## src/rtl/lasernet_link_pkg.sv

```systemverilog
// Line-format constants and state type shared by both ends of the laser link.
// The receiver imports the same package so the two ends cannot drift apart.
package lasernet_link_pkg;

    localparam logic LINK_IDLE_LEVEL  = 1'b0;
    localparam logic LINK_START_LEVEL = 1'b1;
    localparam logic LINK_STOP_LEVEL  = 1'b0;

    localparam int DEFAULT_CLK_PER_BIT = 50;
    localparam int DEFAULT_PKT_LENGTH  = 32;
    localparam int DEFAULT_STOP_BITS   = 2;

    typedef enum logic [1:0] {
        TX_IDLE  = 2'd0,
        TX_START = 2'd1,
        TX_DATA  = 2'd2,
        TX_STOP  = 2'd3
    } txState_e;

endpackage

```

## src/rtl/serial_tx.sv

```systemverilog
// Laser-link serial transmitter.
// Each frame is one high start bit, the data bits LSB first, then low stop bits.
module serial_tx
    import lasernet_link_pkg::*;
#(
    parameter int CLK_PER_BIT = DEFAULT_CLK_PER_BIT,
    parameter int PKT_LENGTH  = DEFAULT_PKT_LENGTH,
    parameter int STOP_BITS   = DEFAULT_STOP_BITS
) (
    input  logic                  clk,
    input  logic                  rst,
    input  logic [PKT_LENGTH-1:0] data,
    input  logic                  send,
    output logic                  tx,
    output logic                  busy,
    output logic                  done
);

    localparam int CW = $clog2(CLK_PER_BIT);
    localparam int BW = $clog2(PKT_LENGTH + 1);
    localparam int SW = $clog2(STOP_BITS + 1);

    localparam logic [CW-1:0] CLK_LAST  = CW'(CLK_PER_BIT - 1);
    localparam logic [BW-1:0] BIT_LAST  = BW'(PKT_LENGTH - 1);
    localparam logic [SW-1:0] STOP_LAST = SW'(STOP_BITS - 1);

    txState_e              state_q;
    logic [CW-1:0]         clkCnt_q;
    logic [BW-1:0]         bitCnt_q;
    logic [SW-1:0]         stopCnt_q;
    logic [PKT_LENGTH-1:0] shift_q;
    logic [PKT_LENGTH-1:0] shift_d;
    logic                  tx_q;
    logic                  busy_q;
    logic                  done_q;

    assign shift_d = shift_q >> 1;

    // Outputs are computed one cycle ahead so tx always comes straight from a flop.
    always_ff @(posedge clk) begin
        if (rst) begin
            state_q   <= TX_IDLE;
            clkCnt_q  <= '0;
            bitCnt_q  <= '0;
            stopCnt_q <= '0;
            shift_q   <= '0;
            tx_q      <= LINK_IDLE_LEVEL;
            busy_q    <= 1'b0;
            done_q    <= 1'b0;
        end else begin
            done_q <= 1'b0;
            case (state_q)
                TX_IDLE: begin
                    tx_q   <= LINK_IDLE_LEVEL;
                    busy_q <= 1'b0;
                    if (send) begin
                        shift_q   <= data;
                        clkCnt_q  <= '0;
                        bitCnt_q  <= '0;
                        stopCnt_q <= '0;
                        state_q   <= TX_START;
                        tx_q      <= LINK_START_LEVEL;
                        busy_q    <= 1'b1;
                    end
                end
                TX_START: begin
                    if (clkCnt_q == CLK_LAST) begin
                        clkCnt_q <= '0;
                        state_q  <= TX_DATA;
                        tx_q     <= shift_q[0];
                    end else begin
                        clkCnt_q <= clkCnt_q + 1'b1;
                    end
                end
                TX_DATA: begin
                    if (clkCnt_q == CLK_LAST) begin
                        clkCnt_q <= '0;
                        shift_q  <= shift_d;
                        if (bitCnt_q == BIT_LAST) begin
                            bitCnt_q  <= '0;
                            stopCnt_q <= '0;
                            state_q   <= TX_STOP;
                            tx_q      <= LINK_STOP_LEVEL;
                        end else begin
                            bitCnt_q <= bitCnt_q + 1'b1;
                            tx_q     <= shift_d[0];
                        end
                    end else begin
                        clkCnt_q <= clkCnt_q + 1'b1;
                    end
                end
                TX_STOP: begin
                    tx_q <= LINK_STOP_LEVEL;
                    if (clkCnt_q == CLK_LAST) begin
                        clkCnt_q <= '0;
                        if (stopCnt_q == STOP_LAST) begin
                            stopCnt_q <= '0;
                            state_q   <= TX_IDLE;
                            busy_q    <= 1'b0;
                            done_q    <= 1'b1;
                        end else begin
                            stopCnt_q <= stopCnt_q + 1'b1;
                        end
                    end else begin
                        clkCnt_q <= clkCnt_q + 1'b1;
                    end
                end
                default: begin
                    state_q <= TX_IDLE;
                    tx_q    <= LINK_IDLE_LEVEL;
                    busy_q  <= 1'b0;
                end
            endcase
        end
    end

    assign tx   = tx_q;
    assign busy = busy_q;
    assign done = done_q;

endmodule

```

## config.mk

```make
export PLATFORM = sky130hd
export DESIGN_NAME = serial_tx
export DESIGN_NICKNAME = d
export VERILOG_FILES = /design/src/rtl/lasernet_link_pkg.sv /design/src/rtl/serial_tx.sv
export SDC_FILE = /design/constraint.sdc
export NUM_CORES = 1
export LEC_CHECK = 0
export ABC_AREA = 1
export BUFFER_PORTS_ARGS = -buffer_cell sky130_fd_sc_hd__buf_2
export CORE_MARGIN = 2
export CORE_UTILIZATION = 37
export DETAILED_ROUTE_END_ITERATION = 6
export PLACE_DENSITY = 0.56
export RECOVER_POWER = 100
export SLEW_MARGIN = 10
export SYNTH_ARGS = -nofsm -noshare
export SYNTH_HDL_FRONTEND = slang
export SYNTH_SLANG_ARGS = --single-unit
```

## constraint.sdc

```tcl
create_clock -name clk -period 4.8 [get_ports clk]
set_input_delay 0.96 -clock clk [delete_from_list [all_inputs] [get_ports clk]]
set_output_delay 0.96 -clock clk [all_outputs]
set_load 0.01 [all_outputs]
```

==> PnR_summary.wiki <==
{| class="wikitable"
! Metric !! Value
|-
| Result of the run || complete, but fails checks
|-
| Violated checks || max-capacitance violations, max-slew violations
|-
| Buffer count from post-CTS setup fixing || 0
|-
| Post-route setup slack || 1.31 ns
|-
| Worst-case clock buffer depth || 2
|-
| Post-synthesis cell type with the largest combined area || dfxtp_1
|-
| Initial antenna violation count || 0
|-
| Setup clock skew after layout || 0.00878 ns
|-
| Count of final hold-check violations || 0
|-
| Clk root buf || clkbuf_8
|-
| Weighted congestion at the end of routability-driven global placement || 0.805
|-
| Initial cell density of the core || 38.2%
|-
| Number of synthesized register bits || 51
|-
| Detailed-placement wirelength estimate || 3590 um
|-
| Clock network power share || 22.1%
|-
| Fraction of the cycle the final worst path needs || 72.8%
|-
| Clock Sink Count || 51
|-
| Die extent in x || 87.5 um
|-
| Worst Path Arrival || 3.72 ns
|-
| Site row count || 30
|-
| Highest achievable clock rate || 286 MHz
|-
| # port buffers || 37
|-
| Worst EP required || 5.03 ns
|-
| Largest fanout on the critical path || 40
|-
| Max Transition Viols Final || 36
|-
| Relative slew margins || -12.5%
|-
| Syn nets || 440
|-
| Overall track demand over capacity in global routing || 15.3%
|-
| Proportion of layout cells with a drive suffix above 1 || 11.3%
|-
| Count of antenna diodes in the layout || 0
|-
| Distinct cell type count of the synthesized netlist || 32
|-
| Clk pin slew, worst setup/hold paths || 0.10 ns
|-
| RR Startpoint || state_q[0]$_SDFFE_PP0P_
|-
| Die Footprint || 7660 sq um
|-
| Number of nets with antenna violations after detailed routing || 0
|-
| Total of max-cap violations || 1
|-
| Clock tree from TritonCTS || yes
|-
| Gate Count Post-Synth || 397
|-
| Warnings from Yosys || 0
|-
| Area share of the leading cell type in the synthesized netlist || 39.6%
|-
| Slew @ Worst Pin || 1.69 ns
|-
| Worst-Skew Late Latency || 0.31 ns
|-
| Overall via count from detail_route || 2371
|-
| Maximum level of the CTS H-tree || 2
|-
| Total detailed-routing wirelength || 5520 um
|-
| Synthesized area divided by synthesized cell count || 6.50 sq um
|-
| Global-route wire length before repair || 9540 um
|-
| Endpoint kind of the worst setup timing path || register
|-
| Classification of the worst setup path || reg2reg
|-
| Net switching power of the design || 0.652 mW
|-
| Pin count of the biggest net entering global routing || 41
|-
| Total overflow reported by the global router || 0
|-
| Maximum resistive drop on vdd || 254 uV
|-
| Layout overhead on the synthesized area || 12.6%
|-
| 1st-pass router iterations || 6
|-
| Syn Std Cell Area || 2580 sq um
|-
| Post-synthesis sequential area ratio || 39.6%
|-
| Startpoint of the worst setup timing path || state_q[0]$_SDFFE_PP0P_
|-
| Type of the worst min-delay path || reg2reg
|-
| Sum of negative setup slack || 0 ns
|-
| TritonCTS buffer count || 5
|-
| Nets@finish || 466
|-
| Flop pwr share || 37.8%
|-
| Number of design rule violations left after detail routing || 0
|-
| Net switching fraction of the power || 40.4%
|-
| Number of DRC markers in iteration 0 || 64
|-
| Leakage power figure || 1.37 nW
|-
| Number of global-route vias before repair || 2192
|-
| Startpoint kind of the worst setup timing path || register
|-
| Floorplan Core Area || 6760 sq um
|-
| Vertical extent of the die || 87.5 um
|-
| Largest cells by area after synthesis || dfxtp_1 (40%), nand2_1 (19%), nor2_1 (13%)
|-
| Hold path startpoint || stopCnt_q[1]$_SDFFE_PP0P_
|-
| Hold Buf Count CTS || 0
|-
| Number of setup violations in the final report || 0
|-
| Unrepaired setup endpoints after global routing || false
|-
| Cell internal pwr || 0.964 mW
|-
| Part of the power in combinational logic || 40.0%
|-
| Dpl ws || 1.87 ns
|-
| Minimum clock period || 3.49 ns
|-
| Count of instances resized after the clock tree is built || 0
|-
| Detailed-route vias per instance || 4.70
|-
| Total power density per cell area || 556 nW/um^2
|-
| # IOs || 38
|-
| Wire per inst || 10.9 um
|}
==> per-layer routing <==
| metal | wire [um] | part of all wire, % | vias up | GRT usage, % |
|---|---|---|---|---|
| met4 | 50 | 0.91 | 0 | 4.76 |
| met1 | 2760 | 50 | 1041 | 19.3 |
| met3 | 191 | 3.5 | 4 | 3.41 |
| met2 | 2510 | 46 | 33 | 26.1 |
| li1 | - | - | 1293 | - |
| met5 | 0 | 0 | - | 0 |
==> worst paths after layout <==
check | endpoint | slack, ns | cells past startpoint
worst max-delay path | bitCnt_q[1]$_SDFFE_PP0P_ | 1.31 | 9
worst min-delay path | stopCnt_q[1]$_SDFFE_PP0P_ | 0.45 | 2
worst max register to register | bitCnt_q[1]$_SDFFE_PP0P_ | 1.31 | 9
worst min register to register | stopCnt_q[1]$_SDFFE_PP0P_ | 0.45 | 2
==> power by group through the flow <==
stage               clock network [mW]  logic (mW)  registers, mW
CTS                              0.369       0.664          0.611
global route                     0.384       0.766          0.625
finish                           0.357       0.647          0.612
global placement                     0       0.657          0.618
floorplan                            0       0.553          0.610
detailed placement                   0       0.662          0.621
==> placed cells by master (no fill, tap or decap), types with 2 or more instances in the layout <==
cell type,Yosys,layout
nand3_1,14,14
a21oi_1,11,11
bufinv_16,0,2
dfxtp_1,51,51
o21ai_1,6,6
inv_1,20,20
clkbuf_1,12,5
xor2_1,3,3
nor2_1,86,87
buf_2,3,33
nand2_1,128,128
nand4_1,2,2
o21ai_0,30,30
clkbuf_8,0,5
ha_1,8,8
o22ai_1,2,2
nand2_4,2,2
==> cells in the mapped netlist <==
library cell / instances
inv_2: 1
or2_0: 1
nand2_1: 128
buf_4: 3
and3_1: 1
nor4_1: 1
nor2_1: 86
a211oi_1: 1
nand4_1: 2
a21oi_2: 1
ha_1: 8
nor3_1: 1
nor2_2: 1
nor3b_1: 1
a21oi_1: 11
buf_2: 3
o22ai_1: 2
nand2_4: 2
nand3_4: 1
clkbuf_1: 12
clkinv_2: 1
o21bai_2: 1
o21ai_1: 6
xor2_1: 3
clkinv_1: 1
nand3_1: 14
inv_1: 20
buf_6: 1
dfxtp_1: 51
o21ai_0: 30
a31oi_1: 1
o211ai_1: 1
==> through the flow <==
stage / util [%] / power (mW) / hold slack, ns / cells / cell area (sq um)
after CTS: 43.2 / 1.64 / 0.446 / 504 / 2920
final: 43.0 / 1.62 / 0.446 / 504 / 2910
after detailed placement: 41.1 / 1.28 / 0.432 / 496 / 2780
after global placement: 41.1 / 1.27 / 0.428 / 496 / 2780
after global routing: 43.0 / 1.78 / 0.499 / 504 / 2910
after floorplan: - / 1.16 / 0.416 / 397 / 2580
==> sequential cells by signal (all words and copies together) (netlist names) <==
signal	count
tx	1
stopCnt_q	2
bitCnt_q	6
shift_q	32
state_q	2
busy	1
clkCnt_q	6
done	1
==> logic make-up (layout without fill, tap and decap cells) <==
group           Yosys count  after routing  synth area share, %
fa+ha+maj                 8              8                 3.88
xor+xnor                  3              3                 1.02
flops                    51             51                 39.6
buf+inv                  42             69                 7.03
simple gates            239            239                 37.3
compound gates           54             54                 11.2
==> worst max-delay path: stages, from the launching register on <==
cell,delay (ns)
dfxtp_1,0.36
inv_1,0.11
ha_1,0.19
clkbuf_1,1.23
nand2_4,0.12
nand2_4,0.37
clkinv_2,0.52
nand2_1,0.18
nand2_1,0.12
nor3_1,0.19
==> area by class of cell <==
type | count | area (sq um)
inverters | 23 | 87.6
repair buffers | 38 | 184
well taps | 80 | 100
clock buffers | 5 | 68.8
multi-input cells | 304 | 1380
flip-flops and latches | 51 | 1020
fillers | 758 | 3850
clock inverters | 3 | 67.6
(Power assumes the default switching activity.)
